===== src/rtl/pong_game_ctrl.sv =====
// pong_game_ctrl: game-state controller for a two-player pong game
// Ports:
//   clk, rst_n                         clock (pixel clock) and synchronous active-low reset
//   left_up/left_down/right_up/right_down, start   asynchronous active-high buttons
//   frame_tick                         one-cycle pulse per video frame
//   miss_left, miss_right              one-cycle pulses when the ball leaves the field
//   left_y, right_y                    paddle top positions
//   ball_run, ball_reset, serve_dir    ball datapath controls
//   score_left, score_right, game_over scoring
//   state                              IDLE=0 SERVE=1 PLAY=2 OVER=3
module pong_game_ctrl #(
   parameter int PADDLE_MAX   = 100,
   parameter int PADDLE_STEP  = 2,
   parameter int SERVE_FRAMES = 60,
   parameter int WIN_SCORE    = 9
) (
   input  logic       clk,
   input  logic       rst_n,
   input  logic       left_up,
   input  logic       left_down,
   input  logic       right_up,
   input  logic       right_down,
   input  logic       start,
   input  logic       frame_tick,
   input  logic       miss_left,
   input  logic       miss_right,
   output logic [6:0] left_y,
   output logic [6:0] right_y,
   output logic       ball_run,
   output logic       ball_reset,
   output logic       serve_dir,
   output logic [3:0] score_left,
   output logic [3:0] score_right,
   output logic       game_over,
   output logic [2:0] state
);
   typedef enum logic [2:0] {IDLE = 3'd0, SERVE = 3'd1, PLAY = 3'd2, OVER = 3'd3} state_t;
   state_t     state_q, state_d;
   // bit order: {start, left_up, left_down, right_up, right_down}
   logic [4:0] sync1_q, sync1_d, sync2_q, sync2_d;
   logic       start_prev_q, start_prev_d;
   logic       start_press;
   logic [7:0] cnt_q, cnt_d;
   logic [6:0] left_y_q, left_y_d, right_y_q, right_y_d;
   logic [3:0] score_left_q, score_left_d, score_right_q, score_right_d;
   logic       serve_dir_q, serve_dir_d, ball_reset_q, ball_reset_d;
   logic       ball_run_q, ball_run_d, game_over_q, game_over_d;

   // 8-bit arithmetic keeps y-STEP and y+STEP from wrapping before saturation
   function automatic logic [6:0] move(input logic [6:0] y, input logic up, input logic dn);
      logic [7:0] w;
      w = {1'b0, y};
      if (up && !dn) return (w < 8'(PADDLE_STEP)) ? 7'd0 : 7'(w - 8'(PADDLE_STEP));
      if (dn && !up) return (w + 8'(PADDLE_STEP) > 8'(PADDLE_MAX)) ? 7'(PADDLE_MAX) : 7'(w + 8'(PADDLE_STEP));
      return y;
   endfunction

   assign start_press = sync2_q[4] && !start_prev_q;

   always_comb begin
      sync1_d       = {start, left_up, left_down, right_up, right_down};
      sync2_d       = sync1_q;
      start_prev_d  = sync2_q[4];
      state_d       = state_q;
      cnt_d         = cnt_q;
      left_y_d      = left_y_q;
      right_y_d     = right_y_q;
      score_left_d  = score_left_q;
      score_right_d = score_right_q;
      serve_dir_d   = serve_dir_q;
      if (frame_tick && (state_q == SERVE || state_q == PLAY)) begin
         left_y_d  = move(left_y_q, sync2_q[3], sync2_q[2]);
         right_y_d = move(right_y_q, sync2_q[1], sync2_q[0]);
      end
      case (state_q)
         IDLE, OVER: if (start_press) begin
            state_d       = SERVE;
            score_left_d  = 4'd0;
            score_right_d = 4'd0;
            serve_dir_d   = 1'b1;
         end
         SERVE: if (frame_tick) begin
            if (cnt_q == 8'(SERVE_FRAMES - 1)) state_d = PLAY;
            else cnt_d = cnt_q + 8'd1;
         end
         PLAY: begin
            if (miss_left && miss_right) state_d = SERVE;
            else if (miss_left) begin
               score_right_d = score_right_q + 4'd1;
               serve_dir_d   = 1'b0;
               state_d       = (score_right_d == 4'(WIN_SCORE)) ? OVER : SERVE;
            end else if (miss_right) begin
               score_left_d = score_left_q + 4'd1;
               serve_dir_d  = 1'b1;
               state_d      = (score_left_d == 4'(WIN_SCORE)) ? OVER : SERVE;
            end
         end
         default: state_d = IDLE;
      endcase
      // entering SERVE restarts the serve delay and recentres the ball
      ball_reset_d = (state_d == SERVE) && (state_q != SERVE);
      cnt_d        = ball_reset_d ? 8'd0 : cnt_d;
      ball_run_d   = state_d == PLAY;
      game_over_d  = state_d == OVER;
   end

   always_ff @(posedge clk) begin
      if (!rst_n) begin
         state_q       <= IDLE;
         sync1_q       <= '0;
         sync2_q       <= '0;
         start_prev_q  <= 1'b0;
         cnt_q         <= '0;
         left_y_q      <= 7'(PADDLE_MAX / 2);
         right_y_q     <= 7'(PADDLE_MAX / 2);
         score_left_q  <= '0;
         score_right_q <= '0;
         serve_dir_q   <= 1'b0;
         ball_reset_q  <= 1'b0;
         ball_run_q    <= 1'b0;
         game_over_q   <= 1'b0;
      end else begin
         state_q       <= state_d;
         sync1_q       <= sync1_d;
         sync2_q       <= sync2_d;
         start_prev_q  <= start_prev_d;
         cnt_q         <= cnt_d;
         left_y_q      <= left_y_d;
         right_y_q     <= right_y_d;
         score_left_q  <= score_left_d;
         score_right_q <= score_right_d;
         serve_dir_q   <= serve_dir_d;
         ball_reset_q  <= ball_reset_d;
         ball_run_q    <= ball_run_d;
         game_over_q   <= game_over_d;
      end
   end

   assign left_y      = left_y_q;
   assign right_y     = right_y_q;
   assign ball_run    = ball_run_q;
   assign ball_reset  = ball_reset_q;
   assign serve_dir   = serve_dir_q;
   assign score_left  = score_left_q;
   assign score_right = score_right_q;
   assign game_over   = game_over_q;
   assign state       = state_q;
endmodule


===== config.mk =====
export PLATFORM = sky130hd
export DESIGN_NAME = pong_game_ctrl
export DESIGN_NICKNAME = d
export VERILOG_FILES = /design/src/rtl/pong_game_ctrl.sv
export SDC_FILE = /design/constraint.sdc
export NUM_CORES = 1
export LEC_CHECK = 0
export ABC_AREA = 1
export BUFFER_PORTS_ARGS = -buffer_cell sky130_fd_sc_hd__buf_2
export CAP_MARGIN = 0
export CORE_UTILIZATION = 60
export CTS_CLUSTER_SIZE = 25
export DETAILED_ROUTE_END_ITERATION = 10
export GPL_ROUTABILITY_DRIVEN = 0
export PLACE_DENSITY = 0.83
export SLEW_MARGIN = 20
export SYNTH_ARGS = -nofsm -noshare
export SYNTH_HDL_FRONTEND = slang
export SYNTH_SLANG_ARGS = --single-unit

===== constraint.sdc =====
create_clock -name clk -period 3.3 [get_ports clk]
set_input_delay 0.33 -clock clk [delete_from_list [all_inputs] [get_ports clk]]
set_output_delay 0.33 -clock clk [all_outputs]
set_load 0.02 [all_outputs]

=== After elaboration in Yosys (flattened, before gate mapping) ===
Index checks and enable logic that the tools add are counted.

* Register bits: 48
* Bits in latches: 0
* Bits in writable memories: 0
* ROM bits: 0
* Input port bits: 10
* Output and inout bits: 29
* Logic and storage cells: 112
* Memories: 0

* Add/sub/neg operators: 7
* Multipliers: 0
* Divide/modulo/power cells: 0
* $lt $le $gt $ge: 4
* Equality and inequality tests: 16
* Shift-type cells: 0
* Mux-type cells: 44
* Bitwise operators: 2
* Reduce and logical (&&, ||, !) cells: 26

{| class="wikitable"
|+ Operators by type and width
! cell !! count
|-
| two-way mux 7 bit || 12
|-
| two-way mux 4 bit || 6
|-
| two-way mux 3 bit || 6
|-
| adder 7 x 2 -> 8 bit, second input constant || 2
|-
| greater-than comparator 8 x 7 -> 1 bit, second input constant || 2
|-
| case mux 4 bit (2 select lines) || 2
|-
| < comparator 7 x 2 -> 1 bit, second input constant || 2
|-
| two-way mux 1 bit || 14
|-
| subtractor 7 x 2 -> 7 bit, second input constant || 2
|-
| equality test 3 x 2 -> 1 bit, second input constant || 4
|-
| inequality test 2 bit, second input constant || 5
|-
| case mux 3 bit (3 select lines) || 1
|-
| adder 4 x 1 -> 4 bit, second input constant || 2
|-
| adder 8 x 1 -> 8 bit, second input constant || 1
|-
| equality test 4 bit, second input constant || 2
|-
| equality test 8 x 6 -> 1 bit, second input constant || 1
|-
| logical AND 1 bit || 8
|-
| AND reduction 4 bit || 2
|-
| equality test 3 x 1 -> 1 bit, second input constant || 2
|-
| nonzero test 2 bit || 3
|-
| logical NOT 1 bit || 5
|-
| AND reduction 5 bit || 1
|-
| two-way mux 2 bit || 2
|-
| AND reduction 2 bit || 2
|-
| 8 further kinds || 10
|}

=== Longest topological paths before layout ===
* Depth in word-level cells: 10
* Gate-level depth with buffers: 12
* Depth with buffers taken out: 12

=== Worst setup path after synthesis ===
Ideal clock, no wire load.

* Path type: register to register
* Start point: register right_y_q[1], in the netlist right_y[1]
* End point: register right_y_q[1], in the netlist right_y[1]
* Setup time: 0.059 ns
* Data arrival time: 1.612 ns
* Path slack: 1.629 ns
* Stages on the path, launching flop included: 13
* Buffers on the path: 1
* Cells stage by stage: dfxtp_1 buf_2 inv_1 ha_1 nand2_1 nand2_1 inv_1 nand2_1 nand3_1 nand2_1 o21ai_0 nand2_1 nand2_1

* Longest elaborated chain between the ends: 6
* Elaborated cells between the ends (all ways): 10
* Those cells by class: add/sub (2); order compare (2); mux (6)

{| class="wikitable"
|+ RTL lines
! what !! RTL line !! RTL
|-
| from (decl) || 44 || <nowiki>logic [6:0] left_y_q, left_y_d, right_y_q, right_y_d;</nowiki>
|-
| from (signal assigned) || 115 || <nowiki>right_y_q <= 7'(PADDLE_MAX / 2);</nowiki>
|-
| from (signal assigned) || 129 || <nowiki>right_y_q <= right_y_d;</nowiki>
|-
| adder 7 x 2 -> 8 bit (tied with other cells) || 54 || <nowiki>if (dn && !up) return (w + 8'(PADDLE_STEP) > 8'(PADDLE_MAX)) ? 7'(PADDLE_MAX) : 7'(w + 8'(PADDLE_STEP));</nowiki>
|-
| greater-than comparator 8 x 7 -> 1 bit or two-way mux 7 bit (tied branches) || 54, 53 ||
|-
| two-way mux 7 bit (on tied branches) || 54, 53 ||
|-
| two-way mux 7 bit || 54 ||
|-
| two-way mux 7 bit || 55 || <nowiki>return y;</nowiki>
|-
| two-way mux 7 bit * || 54 ||
|}

Mark *: on every way between the ends. The rest lies on a longest branch, timed or not. The select of a mux whose other input is x is not followed.
A chain may end at the register's enable or synchronous reset.

=== Final worst setup path ===
Ends and elaborated chain as after synthesis.

==> results list <==
- Clock buffers created by TritonCTS: 5
* Length of routed met3 wiring: 289 um
* ANT nets after route: 0
- STA classifies the critical path startpoint as a flop.
* Number of remaining DRC errors: 4
- STA classifies the critical path endpoint as a flop.
- CTS HTree Levels: 2
* Setup TNS after final layout: 0 ps
- For this design, the CTS-stage hold fixing added 0 buffers.
- Routed wire length per instance: 10.90 um
- Post-DR vias/cell: 5.127
- After synthesis the cells add up to 2829 um2.
- For this block, the initial DRC count from the detailed router was 182.
* Fin Clk Skew: 9.639 ps
- Counting along the longest clock path gives a buffer depth of 2.
* Total vias in the final route: 2630
- Switching component of the power: 255.3 uW
- Class of the most critical hold timing path: in -> reg
- Subtracting the final worst setup slack from the clock period gives 1741 ps.
- The worst path uses 52.75% of the clock period.
* CP Class: reg -> reg
- Post-route met1 wirelength: 2583 um
* Main area contributors after synthesis: sky130_fd_sc_hd__dfxtp_1 34%, sky130_fd_sc_hd__nand2_1 16%, sky130_fd_sc_hd__inv_1 9.8%
* Die Area: 4994 um2
- Largest net degree at the start of global routing: 24
- Of the total power, registers draw 54.5%.
- After clock tree synthesis, the clock-pin slew on the worst setup and hold paths is 90 ps.
- Across every metal layer, demand over resource in global routing totals 23.43%.
- For this run, the number of Yosys warnings is 0.
- Vertical die dimension: 70.67 um
- sky130_fd_sc_hd__dfxtp_1 takes more of the synthesized area than any other cell.
* Static power due to leakage: 1.618 nW
* DR pass1 iterations: 7
- Crit path required time: 3550 ps
* Peak fanout along the critical path: 10
* Failing checks: design-rule violations
* Max-slew violation count: 0
* Share of synthesized registers carrying an async set or reset: 0%
- Number of synthesized register bits: 48
* Number of flops mapped to enable cells by yosys: 0
- Row generation in the floorplan step produced 24 rows.
- The first global-routing pass estimated 9480 um of wire.
* Via count of the first global-routing pass: 2285
- In this run the biggest area consumer among cell types represents 33.97% of the synthesized area.
- Post-CTS Setup Bufs: 0
* WHS: 195.8 ps
* Arrival time worst endpoint: 1990 ps
* Number of antenna violations at the first check in global routing: 0
* Outcome: finished with violations
- Power density of the placed cells: 347.8 nW/um2
- The clock reaches the later pin of the worst-skew pair after 310 ps.
- For the pin with the worst max-slew slack, the measured transition is 523.0 ps.
- Width of the die: 70.67 um
- Max Clk Rate: 0.5745 GHz
* Mapped Avg Cell Area: 6.688 um2
- Setup repair after global routing missed its margin: no
* Distinct cells, synth: 33
* Most common cell after layout, fill and taps aside: sky130_fd_sc_hd__nand2_1
* Relative contribution of combinational cells to total power: 6.5%
* Commonest register cell after synthesis: sky130_fd_sc_hd__dfxtp_1
- The area growth from synthesis to layout is 11.54%.
- The share of total power dissipated in the clock network is 39.0%.
- Setup violations, final: 0
* Layout cells sized above 1: 15.18%
- The number of hold violations in the final report is 0.
- For this design, the sink count on the clock tree is 48.
- Port buffering added 38 buffers.
* Clock tree from TritonCTS: done
- The top cell types in the final layout, fill and taps aside, are 118 x sky130_fd_sc_hd__nand2_1, 74 x sky130_fd_sc_hd__inv_1, 48 x sky130_fd_sc_hd__dfxtp_1.
- In this run, post-CTS repair resized a total of 0 instances.
- Detailed placement ended at an HPWL of 4205 um.
* Met2 routed WL: 2656 um
- Worst-case headroom to the max-slew limit: 64.92%
- Counting every net in the synthesized netlist gives 446.
* Net Sw Frac: 23.26%
* Worst ir drop on vdd: 0.0003070 V
- Synthesis produced a netlist whose cell count is 423.
* Top sig layer: met4
- Floorplan core area: 4444 um2
* Starting utilization of the core area: 63.65%
- The routed design has 5591 um of wire.
- Total inserted antenna cells: 0
- In the final design database the tool counted 483 nets.
- Max-Cap Viols: 0
- Number of ports placed on the die boundary: 39
* Clk Tree Root Cell: sky130_fd_sc_hd__clkbuf_8
- Sequential elements use 33.97% of the synthesized area.
* Total congestion overflow: 0
- The internal portion of the total power is 842.2 uW.
[path summary, 6_finish.rpt]
path / to / startpoint / slack [ps] / cells past startpoint
max reg2reg: right_y[1] / right_y[1] / 1560 / 11
max: right_y[1] / right_y[1] / 1560 / 11
min: sync1_q[0] / right_down / 200 / 3
min reg2reg: sync2_q[1] / sync1_q[1] / 420 / 2
[metal layers]
metal / global-route usage [%] / vias up
met5: 0 / -
met4: 8.889 / 0
met3: 4.131 / 8
met2: 40.56 / 73
met1: 29.26 / 1162
li1: - / 1387
[stage by stage]
stage                     instance area, um2  power, mW  worst slack, ps  utilization (%)  std cells
final                                   3156      1.098             1559            71.00        513
after global routing                    3156      1.146             1259            71.00        513
after CTS                               3156      1.109             1551            71.00        513
after detailed placement                3039     0.6830             1573            68.38        505
after global placement                  3039     0.6812             1584            68.38        505
after floorplan                         2829     0.6603             1629                -        423
[power groups by stage]
stage                     Combinational [mW]  Sequential [mW]  Clock [mW]
after global placement                0.0700            0.611           0
final                                 0.0717            0.598       0.428
after floorplan                       0.0437            0.617           0
after CTS                             0.0717            0.598       0.439
after detailed placement              0.0712            0.612           0
after global routing                  0.0805            0.600       0.466
[logic make-up after synthesis]
kind of cell / synth area share [%]
other: 0.1326
DFF: 33.97
xor gates and xnor gates: 5.263
buffers and inverters: 12.25
AOI/OAI and AO/OA: 10.84
and+or+nand+nor: 31.80
adders and majority gates: 5.750
[worst max-delay path, cell delays in order (launching register included)]
cell and delay [ps]:
sky130_fd_sc_hd__dfxtp_1 500, sky130_fd_sc_hd__ha_1 250, sky130_fd_sc_hd__nand3_1 110, sky130_fd_sc_hd__nor2_1 150
sky130_fd_sc_hd__inv_1 50, sky130_fd_sc_hd__nand2_1 70, sky130_fd_sc_hd__inv_1 40, sky130_fd_sc_hd__nand3_1 150
sky130_fd_sc_hd__nand2_1 90, sky130_fd_sc_hd__o21ai_0 150, sky130_fd_sc_hd__nand2_1 60, sky130_fd_sc_hd__nand2_1 50
[cells in the mapped netlist, types with 4 or more instances]
| library cell | instances |
|---|---|
| sky130_fd_sc_hd__nor3_1 | 5 |
| sky130_fd_sc_hd__a211oi_1 | 6 |
| sky130_fd_sc_hd__a21oi_1 | 29 |
| sky130_fd_sc_hd__nor2_2 | 4 |
| sky130_fd_sc_hd__xnor2_1 | 6 |
| sky130_fd_sc_hd__nand3_1 | 19 |
| sky130_fd_sc_hd__o21ai_0 | 13 |
| sky130_fd_sc_hd__dfxtp_1 | 48 |
| sky130_fd_sc_hd__nand4_1 | 11 |
| sky130_fd_sc_hd__nor2_4 | 4 |
| sky130_fd_sc_hd__ha_1 | 13 |
| sky130_fd_sc_hd__xor2_1 | 11 |
| sky130_fd_sc_hd__inv_2 | 4 |
| sky130_fd_sc_hd__inv_1 | 74 |
| sky130_fd_sc_hd__nand2_1 | 118 |
| sky130_fd_sc_hd__nor2_1 | 33 |
[final cells by class]
class | instances | area, um2
repair buffers | 38 | 190.2
clock buffers | 5 | 68.82
multi-input cells | 287 | 1521
flip-flops and latches | 48 | 960.9
inverters | 80 | 301.5
clock inverters | 3 | 47.55
fillers | 374 | 1289
well taps | 52 | 65.06
[sequential cells by signal, indices dropped and copies added, names as in the netlist]
| signal | flops |
|---|---|
| state | 3 |
| sync1_q | 5 |
| score_right | 4 |
| ball_reset | 1 |
| serve_dir | 1 |
| cnt_q | 8 |
| game_over | 1 |
| score_left | 4 |
| ball_run | 1 |
| right_y | 7 |
| sync2_q | 5 |
| left_y | 7 |
| start_prev_q | 1 |
Power figures use the tool's default switching activity.
